## config.mk

```make
export PLATFORM = sky130hd
export DESIGN_NAME = fifo_wr_frontend
export DESIGN_NICKNAME = d
export VERILOG_FILES = /design/src/rtl/async_fifo_pkg.sv /design/src/rtl/fifo_skid_buf.sv /design/src/rtl/fifo_wr_frontend.sv
export SDC_FILE = /design/constraint.sdc
export NUM_CORES = 1
export LEC_CHECK = 0
export CORE_UTILIZATION = 44
export CTS_CLUSTER_SIZE = 10
export DETAILED_ROUTE_END_ITERATION = 7
export PLACE_DENSITY = 0.76
export REMOVE_ABC_BUFFERS = 1
export SLEW_MARGIN = 20
export SYNTH_ARGS = -nofsm -noshare
export SYNTH_HDL_FRONTEND = slang
export SYNTH_SLANG_ARGS = --single-unit
```

## constraint.sdc

```tcl
create_clock -name wclk -period 1.7 [get_ports wclk]
set_input_delay 0.34 -clock wclk [delete_from_list [all_inputs] [get_ports wclk]]
set_output_delay 0.34 -clock wclk [all_outputs]
set_load 0.005 [all_outputs]
```

## src/rtl/async_fifo_pkg.sv

```systemverilog
// Shared types and helpers for the async FIFO write-side logic.
// Holds the skid-buffer occupancy encoding and the Gray-to-binary converter.
package async_fifo_pkg;

  // Skid buffer occupancy; the value is the number of words held.
  typedef enum logic [1:0] {
    EMPTY = 2'd0,
    HALF  = 2'd1,
    FULL  = 2'd2
  } skid_state_t;

  localparam int unsigned PtrMaxW = 32;

  // Pointers narrower than PtrMaxW are zero-extended by the caller. The leading zeros
  // leave the prefix-XOR of the low bits unchanged, so truncating the result gives the
  // conversion at the pointer's own width (ADDRSIZE+1).
  function automatic logic [PtrMaxW-1:0] gray2bin(input logic [PtrMaxW-1:0] gray);
    logic [PtrMaxW-1:0] bin;
    bin[PtrMaxW-1] = gray[PtrMaxW-1];
    for (int i = PtrMaxW - 2; i >= 0; i--) begin
      bin[i] = bin[i+1] ^ gray[i];
    end
    return bin;
  endfunction

endpackage

```

## src/rtl/fifo_skid_buf.sv

```systemverilog
// Two-entry skid buffer turning a valid/ready stream into winc/wdata.
// s_ready is registered; winc depends only on the occupancy state, never on wfull.
module fifo_skid_buf
  import async_fifo_pkg::*;
#(
  parameter int unsigned DSIZE = 8
) (
  input  logic             wclk,
  input  logic             wrst_n,
  input  logic             s_valid,
  output logic             s_ready,
  input  logic [DSIZE-1:0] s_data,
  output logic             winc,
  output logic [DSIZE-1:0] wdata,
  input  logic             wfull
);

  skid_state_t      state_q, state_d;
  logic [DSIZE-1:0] head_q;
  logic [DSIZE-1:0] tail_q;
  logic             push;
  logic             pop;

  assign push  = s_valid & s_ready;
  assign pop   = winc & ~wfull;
  assign winc  = (state_q != EMPTY);
  assign wdata = head_q;

  always_comb begin
    state_d = state_q;
    unique case (state_q)
      EMPTY: begin
        if (push) state_d = HALF;
      end
      HALF: begin
        if (push && !pop) begin
          state_d = FULL;
        end else if (!push && pop) begin
          state_d = EMPTY;
        end
      end
      FULL: begin
        if (pop) state_d = HALF;
      end
      default: state_d = EMPTY;
    endcase
  end

  always_ff @(posedge wclk or negedge wrst_n) begin
    if (!wrst_n) begin
      state_q <= EMPTY;
      head_q  <= '0;
      tail_q  <= '0;
      s_ready <= 1'b0;
    end else begin
      state_q <= state_d;
      s_ready <= (state_d != FULL);
      unique case (state_q)
        EMPTY: begin
          if (push) head_q <= s_data;
        end
        HALF: begin
          // Simultaneous push and pop: the new word becomes the head directly.
          if (push && pop) begin
            head_q <= s_data;
          end else if (push) begin
            tail_q <= s_data;
          end
        end
        FULL: begin
          if (pop) head_q <= tail_q;
        end
        default: ;
      endcase
    end
  end

endmodule

```

## src/rtl/fifo_wr_frontend.sv

```systemverilog
// Write-domain front end of the async FIFO: skid buffer, fill level and almost-full flag.
// Define FIFO_WR_STATS_EN to add the saturating wstall_cnt output.
module fifo_wr_frontend
  import async_fifo_pkg::*;
#(
  parameter int unsigned DSIZE        = 8,
  parameter int unsigned ADDRSIZE     = 4,
  parameter int unsigned AFULL_THRESH = 12
) (
  input  logic                wclk,
  input  logic                wrst_n,
  input  logic                s_valid,
  output logic                s_ready,
  input  logic [DSIZE-1:0]    s_data,
  output logic                winc,
  output logic [DSIZE-1:0]    wdata,
  input  logic                wfull,
  input  logic [ADDRSIZE:0]   wptr,
  input  logic [ADDRSIZE:0]   wq2_rptr,
  output logic [ADDRSIZE:0]   wlevel,
  output logic                walmost_full
`ifdef FIFO_WR_STATS_EN
  ,
  output logic [15:0]         wstall_cnt
`endif
);

  localparam int unsigned PW = ADDRSIZE + 1;
  localparam logic [ADDRSIZE:0] ThreshW = PW'(AFULL_THRESH);

  logic [ADDRSIZE:0] level_next;

  fifo_skid_buf #(
    .DSIZE (DSIZE)
  ) u_skid_buf (
    .wclk    (wclk),
    .wrst_n  (wrst_n),
    .s_valid (s_valid),
    .s_ready (s_ready),
    .s_data  (s_data),
    .winc    (winc),
    .wdata   (wdata),
    .wfull   (wfull)
  );

  // Modulo-2**PW subtraction handles pointer wrap, MSB toggle included.
  assign level_next = PW'(gray2bin(PtrMaxW'(wptr))) - PW'(gray2bin(PtrMaxW'(wq2_rptr)));

  always_ff @(posedge wclk or negedge wrst_n) begin
    if (!wrst_n) begin
      wlevel       <= '0;
      walmost_full <= 1'b0;
    end else begin
      wlevel       <= level_next;
      walmost_full <= (level_next >= ThreshW);
    end
  end

`ifdef FIFO_WR_STATS_EN
  always_ff @(posedge wclk or negedge wrst_n) begin
    if (!wrst_n) begin
      wstall_cnt <= '0;
    end else if (winc && wfull && (wstall_cnt != 16'hFFFF)) begin
      wstall_cnt <= wstall_cnt + 16'd1;
    end
  end
`else
  // Stall statistics are not built in this configuration.
`endif

endmodule

```

==> key figures, run 1 <==
Yosys
  – Asr flop ratio synth: 100%
  – Top post-synthesis cells by count: dfrtp_1, a21oi_1, mux2_2, nor2_1, mux2i_1
  – Top post-synthesis cells by area: dfrtp_1, mux2_2, mux2i_1
  – Sequential area share after synthesis: 48.5%
  – Most common cell in the netlist: dfrtp_1
  – Ys flop type: dfrtp_1
  – Synth warnings: 0
  – Yosys reg bits: 25
  – Number of flops mapped to enable cells by yosys: 0
  – Unique masters post-synth: 27
  – Post-synth top area share: 48.5%
  – Yosys top cell by area: dfrtp_1
  – Mean Syn Cell Area: 12.2 sq um
  – Synthesized cell area: 1290 sq um
  – Mapped Cells: 106

Timing
  – Rel. slew slack: 64.7%
  – RSZ-0062 raised after global routing: yes
  – Worst Max-Slew Pin Slew: 529 ps
  – Final Hold Fails: 0
  – Period utilization: 125%
  – Maximum clock frequency: 471 MHz
  – Final Slew Violations: 0
  – Final sum of negative setup slack: -1120 ps
  – Skew final: 18.9 ps
  – Hold WS: 351 ps
  – # setup viols final: 4
  – Min cycle time layout: 2120 ps
  – Final worst slack: -422 ps

Worst setup path
  – R2R Setup Slk: 140 ps
  – Setup crit end kind: flip-flop
  – WP data arrival: 2350 ps
  – Slowest stage cell, crit path: fa_2
  – Crit Path Class: input pin to flip-flop
  – Worst path cell trace: buf_8 > xor2_4 > xor2_2 > xnor2_2 > xor2_1 > ha_2 > fa_2 > nand2b_4 > a21oi_2 > xnor2_1 > a311o_1
  – CP max stage delay: 350 ps
  – Data required, critical path: 1920 ps
  – Critical Path Source Type: input pin
  – Crit-path max FO: 2

Power
  – Static leakage: 0.840 nW
  – VDD IR max: 0.00103 V
  – PD cells: 1310 nW/um^2
  – Overall power: 2.55 mW

Place
  – DP HPWL: 1950 microns
  – Routability cong.: 0.750
  – Area post-placement: 1800 sq um
  – Dpl ws: -1330 ps
  – I/O Buffers: 37
  – DP Cell Count: 187

Global routing
  – Global-route wire length before repair: 4500 microns
  – Largest net degree at the start of global routing: 26
  – Total track usage: 18.5%
  – Vias in the first global route: 1099
  – Initial antenna violation count: 0
  – Grt ovf: 0

Clock network
  – Hold Buf Count CTS: 0
  – Clock tree sinks: 25
  – Clock latency on the worst-skew pair: 320 ps
  – Clk slew on worst S/H paths: 140 ps
  – Clock root buffer master: clkbuf_4
  – CTS Buf Count: 3
  – # H-tree levels: 1
  – Clock buffer depth: 2
  – CTS tree: built

Die
  – Die Ht: 56.1 microns
  – Die width: 56.1 microns
  – Starting Density: 46.8%
  – Placeable core area: 2760 sq um
  – # rows: 19
  – Die area: 3150 sq um
  – # IOs: 38

Final layout
  – Nets: 196
  – Area growth, synth to finish: 51.2%
  – Final Util: 70.7%
  – Fraction of layout cells with a size suffix above 1: 35.1%
  – Antenna cells: 0
  – Non-Filler Instances: 199
  – Fillcell total: 190
  – Final instance area: 1950 sq um

Route
  – Pre-Repair DR Iteration Count: 4
  – Wirelength, routed: 2660 microns
  – Final ANT Viol Nets: 0
  – Residual DRC count: 0
  – Initial DRC Count: 19
  – Via/cell ratio: 5.14
  – Via count: 1023
  – Routed length per placed instance: 13.4 microns

Min path
  – Hold Crit Class: input pin to asynchronous set/reset pin

Job
  – Max cap viols: 0

Status
  – Violated checks: setup timing
  – Status: finished, violations left
==> sequential cells by signal (all words and copies together) (netlist names) <==
signal,count
u_skid_buf.tail_q,8
u_skid_buf.wdata,8
wlevel,5
u_skid_buf.state_q,2
u_skid_buf.s_ready,1
walmost_full,1
==> final cells by class <==
type / count / area, sq um / area share (%)
tap: 31 / 38.8 / 1.99
sequential: 25 / 627 / 32.1
clock inverter: 1 / 7.51 / 0.385
multi-input combinational: 72 / 673 / 34.5
clock buffer: 3 / 22.5 / 1.15
timing repair buffer: 60 / 556 / 28.5
inverter: 7 / 26.3 / 1.35
==> per-layer routing <==
layer  wire [microns]  up-vias  global-route usage, %  part of all wire (%)
li1                 -      485                      -                     -
met4               42        0                   9.41                   1.6
met1             1080      508                   20.2                    41
met5                0        -                      0                     0
met2             1450       26                   34.2                    55
met3               85        4                   2.79                   3.2
==> power breakdown <==
| part | switching [mW] | internal [mW] |
|---|---|---|
| combinational | 0.492 | 0.804 |
| clock | 0.171 | 0.0898 |
| sequential | 0.128 | 0.870 |
| total | 0.791 | 1.76 |
==> cell families after synthesis <==
group	after synthesis	share of synthesized area (%)
fa+ha+maj	5	5.43
xor+xnor	14	13.0
simple gates	19	7.66
buf+inv	9	3.01
mux	18	14.9
flops	25	48.5
compound gates	16	7.47
==> worst paths after layout <==
kind / startpoint / depth (start not counted) / end
min in group wclk: u_skid_buf.tail_q[4]$_DFFE_PN0P_ / 1 / u_skid_buf.tail_q[4]$_DFFE_PN0P_
max reg2reg: u_skid_buf.state_q[0]$_DFF_PN0_ / 5 / u_skid_buf.wdata[4]$_DFFE_PN0P_
min: wrst_n / 2 / u_skid_buf.wdata[6]$_DFFE_PN0P_
max in group asynchronous: wrst_n / 2 / u_skid_buf.state_q[0]$_DFF_PN0_
min reg2reg: u_skid_buf.tail_q[4]$_DFFE_PN0P_ / 1 / u_skid_buf.tail_q[4]$_DFFE_PN0P_
max: wptr[3] / 11 / walmost_full$_DFF_PN0_
==> critical path, delay by kind of cell <==
| kind | cells | cell delay, ps |
|---|---|---|
| buffers and inverters | 1 | 100 |
| adders and majority gates | 2 | 560 |
| and+or+nand+nor | 1 | 150 |
| AOI/OAI and AO/OA | 2 | 400 |
| xor gates and xnor gates | 5 | 790 |
==> layout by cell type, fill, tap and decap left out, drive strengths merged, types with 2 or more instances in the layout <==
cell,n
clkdlybuf4s50,30
buf,27
dfrtp,25
nor2,11
mux2,10
a21oi,10
mux2i,8
xnor2,8
inv,7
xor2,6
ha,4
clkbuf,3
dlygate4sd2,3
nand2,2
nor3b,2
nor3,2
==> timing repair <==
action / in CTS / in global routing
endpoints found under the setup margin: 7 / 5
pin swaps: 15 / 14
buffers inserted: 6 / 2
gates resized for setup: 34 / 6
(Power assumes the default switching activity.)
==> run 2, diff against run 1 <==
TNS_END_PERCENT = 10   (was not set)
==> run 2 against run 1 <==
First-iteration DRC count rose by 42%. Final area fell by 1.2%. Global-route usage fell by 0.35 points. Die area did not move. The flow still finishes with violations (setup timing). Critical path type unchanged. Worst setup slack got worse by 6.5 ps.
==> key figures, run 2 (same netlist as run 1, synthesis figures left out) <==
Timing
  – Final Hold Fails: 0 (unchanged)
  – Hold WS: 355 ps (was 351 ps)
  – Period utilization: 125% (about the same)
  – Skew final: 17.3 ps (was 18.9 ps)
  – Rel. slew slack: 64.9% (was 64.7%)
  – Final Slew Violations: 0 (unchanged)
  – Final sum of negative setup slack: -1060 ps (was -1120 ps)
  – # setup viols final: 4 (unchanged)
  – Min cycle time layout: 2130 ps (was 2120 ps)
  – Worst Max-Slew Pin Slew: 526 ps (was 529 ps)
  – RSZ-0062 raised after global routing: yes (unchanged)
  – Maximum clock frequency: 470 MHz (was 471 MHz)
  – Final worst slack: -428 ps (was -422 ps)

Die
  – Die Ht: 56.1 microns (unchanged)
  – Starting Density: 46.8% (unchanged)
  – # rows: 19 (unchanged)
  – Placeable core area: 2760 sq um (unchanged)
  – Die area: 3150 sq um (unchanged)
  – Die width: 56.1 microns (unchanged)
  – # IOs: 38 (unchanged)

Power
  – Static leakage: 0.823 nW (was 0.840 nW)
  – Clk pwr share: 10.2% (about the same)
  – Internal: 1.74 mW (was 1.76 mW)
  – Overall power: 2.53 mW (was 2.55 mW)
  – Logic gate share of total power: 49.4% (was 50.7%)
  – Flop pwr share: 40.3% (was 39.1%)
  – PD cells: 1310 nW/um^2 (about the same)
  – Sw frac: 31.0% (about the same)
  – VDD IR max: 0.00105 V (was 0.00103 V)
  – P_sw: 0.783 mW (was 0.791 mW)

Final layout
  – Register area: 628 sq um (was 627 sq um)
  – Antenna cells: 0 (unchanged)
  – Nets: 193 (was 196)
  – Area growth, synth to finish: 49.5% (was 51.2%)
  – Fillcell total: 194 (was 190)
  – Fraction of layout cells with a size suffix above 1: 33.9% (was 35.1%)
  – Multi-input gate area: 676 sq um (was 673 sq um)
  – Most common cell after layout, fill and taps aside: clkdlybuf4s50_1 (unchanged)
  – Commonest non-fill, non-tap cells in the layout: clkdlybuf4s50_1, dfrtp_1, buf_4, nor2_1, mux2_2 (unchanged)

Global routing
  – Met1 usage: 19.8% (was 20.2%)
  – Total track usage: 18.1% (was 18.5%)
  – Global-route wire length before repair: 4430 microns (was 4500 microns)
  – Global-route track usage on met2: 33.5% (was 34.2%)
  – Vias in the first global route: 1088 (was 1099)
  – Met3 Use GR: 2.79% (unchanged)
  – Most used routing layer: met2 (unchanged)
  – Grt ovf: 0 (unchanged)
  – Initial antenna violation count: 0 (unchanged)
  – Largest net degree at the start of global routing: 26 (unchanged)

Clock network
  – CTS Buf Count: 3 (unchanged)
  – Clock root buffer master: clkbuf_4 (unchanged)
  – CTS tree: built (unchanged)
  – Clock tree sinks: 25 (unchanged)
  – Hold Buf Count CTS: 0 (unchanged)
  – Clock buffer depth: 2 (unchanged)
  – # H-tree levels: 1 (unchanged)
  – Clock latency on the worst-skew pair: 320 ps (about the same)
  – Clk slew on worst S/H paths: 140 ps (about the same)

Worst setup path
  – CP max stage delay: 350 ps (about the same)
  – Critical Path Source Type: input pin (unchanged)
  – Crit Path Class: input pin to flip-flop (unchanged)
  – WP data arrival: 2350 ps (about the same)
  – Slowest stage cell, crit path: fa_2 (unchanged)
  – Data required, critical path: 1920 ps (about the same)
  – R2R Setup Slk: 240 ps (was 140 ps)
  – Setup crit end kind: flip-flop (unchanged)
  – Crit-path max FO: 2 (unchanged)
  – Worst path cell trace: buf_8 > xor2_4 > xor2_2 > xnor2_2 > xor2_1 > ha_2 > fa_2 > nand2b_4 > a21oi_2 > xnor2_1 > a311o_1 (unchanged)

Route
  – Routed length per placed instance: 13.4 microns (about the same)
  – Wirelength, routed: 2630 microns (was 2660 microns)
  – Residual DRC count: 0 (unchanged)
  – Pre-Repair DR Iteration Count: 4 (unchanged)
  – Initial DRC Count: 27 (was 19)
  – Via/cell ratio: 5.16 (was 5.14)
  – Via count: 1011 (was 1023)
  – Final ANT Viol Nets: 0 (unchanged)

Min path
  – Hold Crit Class: input pin to asynchronous set/reset pin (unchanged)

Place
  – DP HPWL: 1950 microns (unchanged)
  – I/O Buffers: 37 (unchanged)
  – Routability cong.: 0.750 (unchanged)
  – Dpl ws: -1330 ps (unchanged)

Status
  – Violated checks: setup timing (unchanged)
  – Status: finished, violations left (unchanged)

Job
  – Max cap viols: 0 (unchanged)
-- run 2: cell type report --
class	instances	area share, %
Clock buffer	3	1.17
Clock inverter	1	0.389
Inverter	7	1.36
Multi-Input combinational cell	72	35.0
Sequential cell	25	32.6
Tap cell	31	2.01
Timing Repair Buffer	57	27.4
-- run 2: power groups by stage --
stage,registers (mW),logic [mW],clock network (mW)
after floorplan,1.02,0.537,0
after global placement,1.01,1.12,0
after detailed placement,1.03,1.15,0
after CTS,1.02,1.21,0.275
after global routing,1.05,1.37,0.293
final,1.02,1.25,0.259
-- run 2: stage by stage --
stage | util, % | cell area (sq um) | cells
final | 69.9 | 1930 | 196
after global routing | 69.9 | 1930 | 196
after CTS | 68.7 | 1890 | 194
after detailed placement | 65.2 | 1800 | 187
after global placement | 65.2 | 1800 | 187
after floorplan | - | 1280 | 104
-- run 2: repair_timing --
| item | 4_1_cts | 5_1_grt |
|---|---|---|
| resized for setup | 33 | 7 |
| setup endpoints to repair | 7 | 6 |
| pin swaps | 15 | 8 |
| buffers inserted | 3 | 2 |
-- run 2: per-layer routing --
metal	vias to the layer above	routed length, microns	part of all wire [%]
met5	-	0	0
met4	0	44	1.7
met3	4	84	3.2
met2	22	1440	55
met1	509	1070	40
li1	476	-	-
-- run 2: critical path: cells and delay by family --
kind	cells	cell delay (ps)
AND/OR/NAND/NOR	1	150
AO/OA/AOI/OAI	2	400
buffers and inverters	1	100
XOR/XNOR	5	810
adder cells (fa/ha/maj)	2	540
-- run 2: worst paths after layout --
check | start | end | cells past startpoint
hold / removal | wrst_n | u_skid_buf.wdata[6]$_DFFE_PN0P_ | 2
min in group wclk | u_skid_buf.tail_q[4]$_DFFE_PN0P_ | u_skid_buf.tail_q[4]$_DFFE_PN0P_ | 1
setup reg to reg | u_skid_buf.state_q[0]$_DFF_PN0_ | u_skid_buf.wdata[4]$_DFFE_PN0P_ | 4
hold reg to reg | u_skid_buf.tail_q[4]$_DFFE_PN0P_ | u_skid_buf.tail_q[4]$_DFFE_PN0P_ | 1
setup / recovery | wptr[3] | walmost_full$_DFF_PN0_ | 11
max in group asynchronous | wrst_n | u_skid_buf.state_q[1]$_DFF_PN0_ | 2
==> variant: new RTL, settings of run 1 <==
`DSIZE` is set to 8 in 2 places; all go to 16.
--- a/src/rtl/fifo_skid_buf.sv
+++ b/src/rtl/fifo_skid_buf.sv
@@ -3,7 +3,7 @@
 module fifo_skid_buf
   import async_fifo_pkg::*;
 #(
-  parameter int unsigned DSIZE = 8
+  parameter int unsigned DSIZE = 16
 ) (
   input  logic             wclk,
   input  logic             wrst_n,
--- a/src/rtl/fifo_wr_frontend.sv
+++ b/src/rtl/fifo_wr_frontend.sv
@@ -3,7 +3,7 @@
 module fifo_wr_frontend
   import async_fifo_pkg::*;
 #(
-  parameter int unsigned DSIZE        = 8,
+  parameter int unsigned DSIZE        = 16,
   parameter int unsigned ADDRSIZE     = 4,
   parameter int unsigned AFULL_THRESH = 12
 ) (
Interface: changed (resized s_data and wdata); port bits go from 38 to 54. The function was not compared with the original's and may differ.
==> variant against run 1 <==
- the run still ends with negative setup slack left
- sequential cell count up 16
- largest cell class is now flip-flops and latches
- count of clock-buffer cells in the layout up 4
- critical endpoint unchanged
- first-iteration DRC count increased to 3.1 times the old value
- synthesized cell count up 49%
- worst setup slack got worse by 0.018 ns
- wire length grew 46%
- highest routed layer unchanged
- total power increased by 64%
- synthesized area is 53% higher
- utilization decreased by 2.9 points
- final area rose by 50%
==> variant: results (changes against run 1) <==
metric	value	unit	change
power_switching_share	0.2973		was 0.3096
synth-warning-count	0		unchanged
clockBufferDepth	2		unchanged
skew	0.006229	ns	was 0.01892 ns
wl_met1	1677	um	was 1082 um
path_max_fanout	2		unchanged
dp_hpwl	2738	um	was 1949 um
first_iter_violations	59		was 19
grt_max_degree	20		was 26
setup_viol	4		unchanged
synthAdderAreaFrac	0.03542		was 0.05432
drtPass1Iterations	4		unchanged
ir_drop	0.5889	mV	was 1.028 mV
synth_area_leaders	dfrtp_1 (52%), mux2_2 (10%), mux2i_1 (8.1%), a21oi_1 (4.6%), nor2_1 (3.4%)		was dfrtp_1 (48%), mux2_2 (8.7%), mux2i_1 (6.2%), xor2_2 (5.0%), xnor2_1 (4.1%)
drive_gt1_frac	0.3292		was 0.3512
grt_usage	0.1766		was 0.1848
worst_pin_slew	0.4092	ns	was 0.5293 ns
synth_common_cells	dfrtp_1 (41), a21oi_1 (18), mux2_2 (18), nor2_1 (18), mux2i_1 (16)		was dfrtp_1 (25), a21oi_1 (10), mux2_2 (10), nor2_1 (10), mux2i_1 (8)
synth_area_leader_cell	dfrtp_1		unchanged
antenna_found_initial	0		unchanged
top_layer_used	met4		unchanged
root_buffer	clkbuf_8		was clkbuf_4
synth.mux.area_fraction	0.1834		was 0.1494
status	finished with violations		unchanged
routed_wl	3891	um	was 2664 um
nets	278		was 196
htreeDepth	2		was 1
clkLatencyLatePin	0.29	ns	was 0.32 ns
tns	-1.113	ns	was -1.121 ns
ys_seq_area_frac	0.5187		was 0.4850
io_buffers	53		was 37
grt_pass1_vias	1530		was 1,099
yosys.area_share.xor_xnor	0.08476		was 0.1300
ys_async_sr_fraction	1.000		unchanged
synthDistinctLibCells	29		was 27
synth-compound-area-share	0.06894		was 0.07468
wl_met2	1932	um	was 1453 um
final_max_slew_viol_count	0		unchanged
met3_length	236	um	was 85 um
finalWorstSetupSlack	-0.4400	ns	was -0.4218 ns
worstHoldPathType	flip-flop to flip-flop		was input pin to asynchronous set/reset pin
viasPerCell	4.976		was 5.141
cts_buffers	5		was 3
violations	negative setup slack		unchanged
grt_pass1_wl	6665	um	was 4498 um
clkTransAtPathRegs	0.07	ns	was 0.14 ns
leakage	1.255	nW	was 0.8401 nW
diodes	0		unchanged
place_congestion	0.7736		was 0.7504
==> variant: final timing paths <==
| path | startpoint | to | slack, ns | cells past startpoint |
|---|---|---|---|---|
| min in group asynchronous | wrst_n | u_skid_buf.tail_q[1] | 0.52 | 2 |
| worst max register to register | u_skid_buf.state_q[1] | u_skid_buf.tail_q[0] | 0.32 | 4 |
| worst min-delay path | u_skid_buf.tail_q[12] | u_skid_buf.tail_q[12] | 0.51 | 1 |
| worst min register to register | u_skid_buf.tail_q[12] | u_skid_buf.tail_q[12] | 0.51 | 1 |
| max in group asynchronous | wrst_n | u_skid_buf.wdata[0] | 0.66 | 3 |
| worst max-delay path | wptr[3] | walmost_full | -0.44 | 11 |
==> variant: power by group through the flow <==
stage / combinational, mW / sequential (mW) / clock [mW]
CTS: 1.85 / 1.67 / 0.653
floorplan: 0.783 / 1.69 / 0
detailed placement: 1.74 / 1.68 / 0
global placement: 1.70 / 1.67 / 0
global route: 2.05 / 1.72 / 0.695
finish: 1.88 / 1.66 / 0.635
==> variant: final cells by class <==
class                   count  area [um2]
well taps                  52       65.06
fillers                   347        1393
flip-flops and latches     41        1026
clock buffers               7       86.33
repair buffers             84       777.0
inverters                   7       26.28
multi-input cells         104       950.9
==> variant: timing repair <==
item	4_1_cts	5_1_grt
pin swaps	16	12
buffers inserted	8	2
endpoints found under the setup margin	6	5
gates resized for setup	37	8
hold endpoints to repair	17	0
hold buffers	1	0
gates cloned	0	0
==> variant: critical path, cell delays in order <==
cell and delay, ns:
buf_8 0.10, xor2_4 0.19, xor2_2 0.22, xnor2_2 0.10
xor2_1 0.15, ha_2 0.21, fa_2 0.35, nand2b_4 0.16
a21oi_4 0.14, xnor2_2 0.08, a311o_1 0.27
==> variant: routing by layer <==
layer | track usage | up-vias
met2 | 0.3096 | 46
li1 | - | 709
met4 | 0.04762 | 0
met5 | 0 | -
met1 | 0.2099 | 708
met3 | 0.05263 | 5
==> variant: cells by family after synthesis <==
group | count (synthesis)
AO/OA/AOI/OAI | 24
buffers and inverters | 13
multiplexers | 34
adder cells (fa/ha/maj) | 5
AND/OR/NAND/NOR | 27
flip-flops | 41
XOR/XNOR | 14
==> variant: per-stage QoR <==
step	utilization	instance area [um2]	instances	setup WS (ns)
2_1_floorplan	-	1933	152	-0.7218
3_3_place_gp	0.6236	2696	280	-1.206
3_5_place_dp	0.6236	2696	280	-1.321
4_1_cts	0.6733	2912	296	-0.5846
5_1_grt	0.6780	2932	295	-0.4994
6_report	0.6780	2932	295	-0.4400
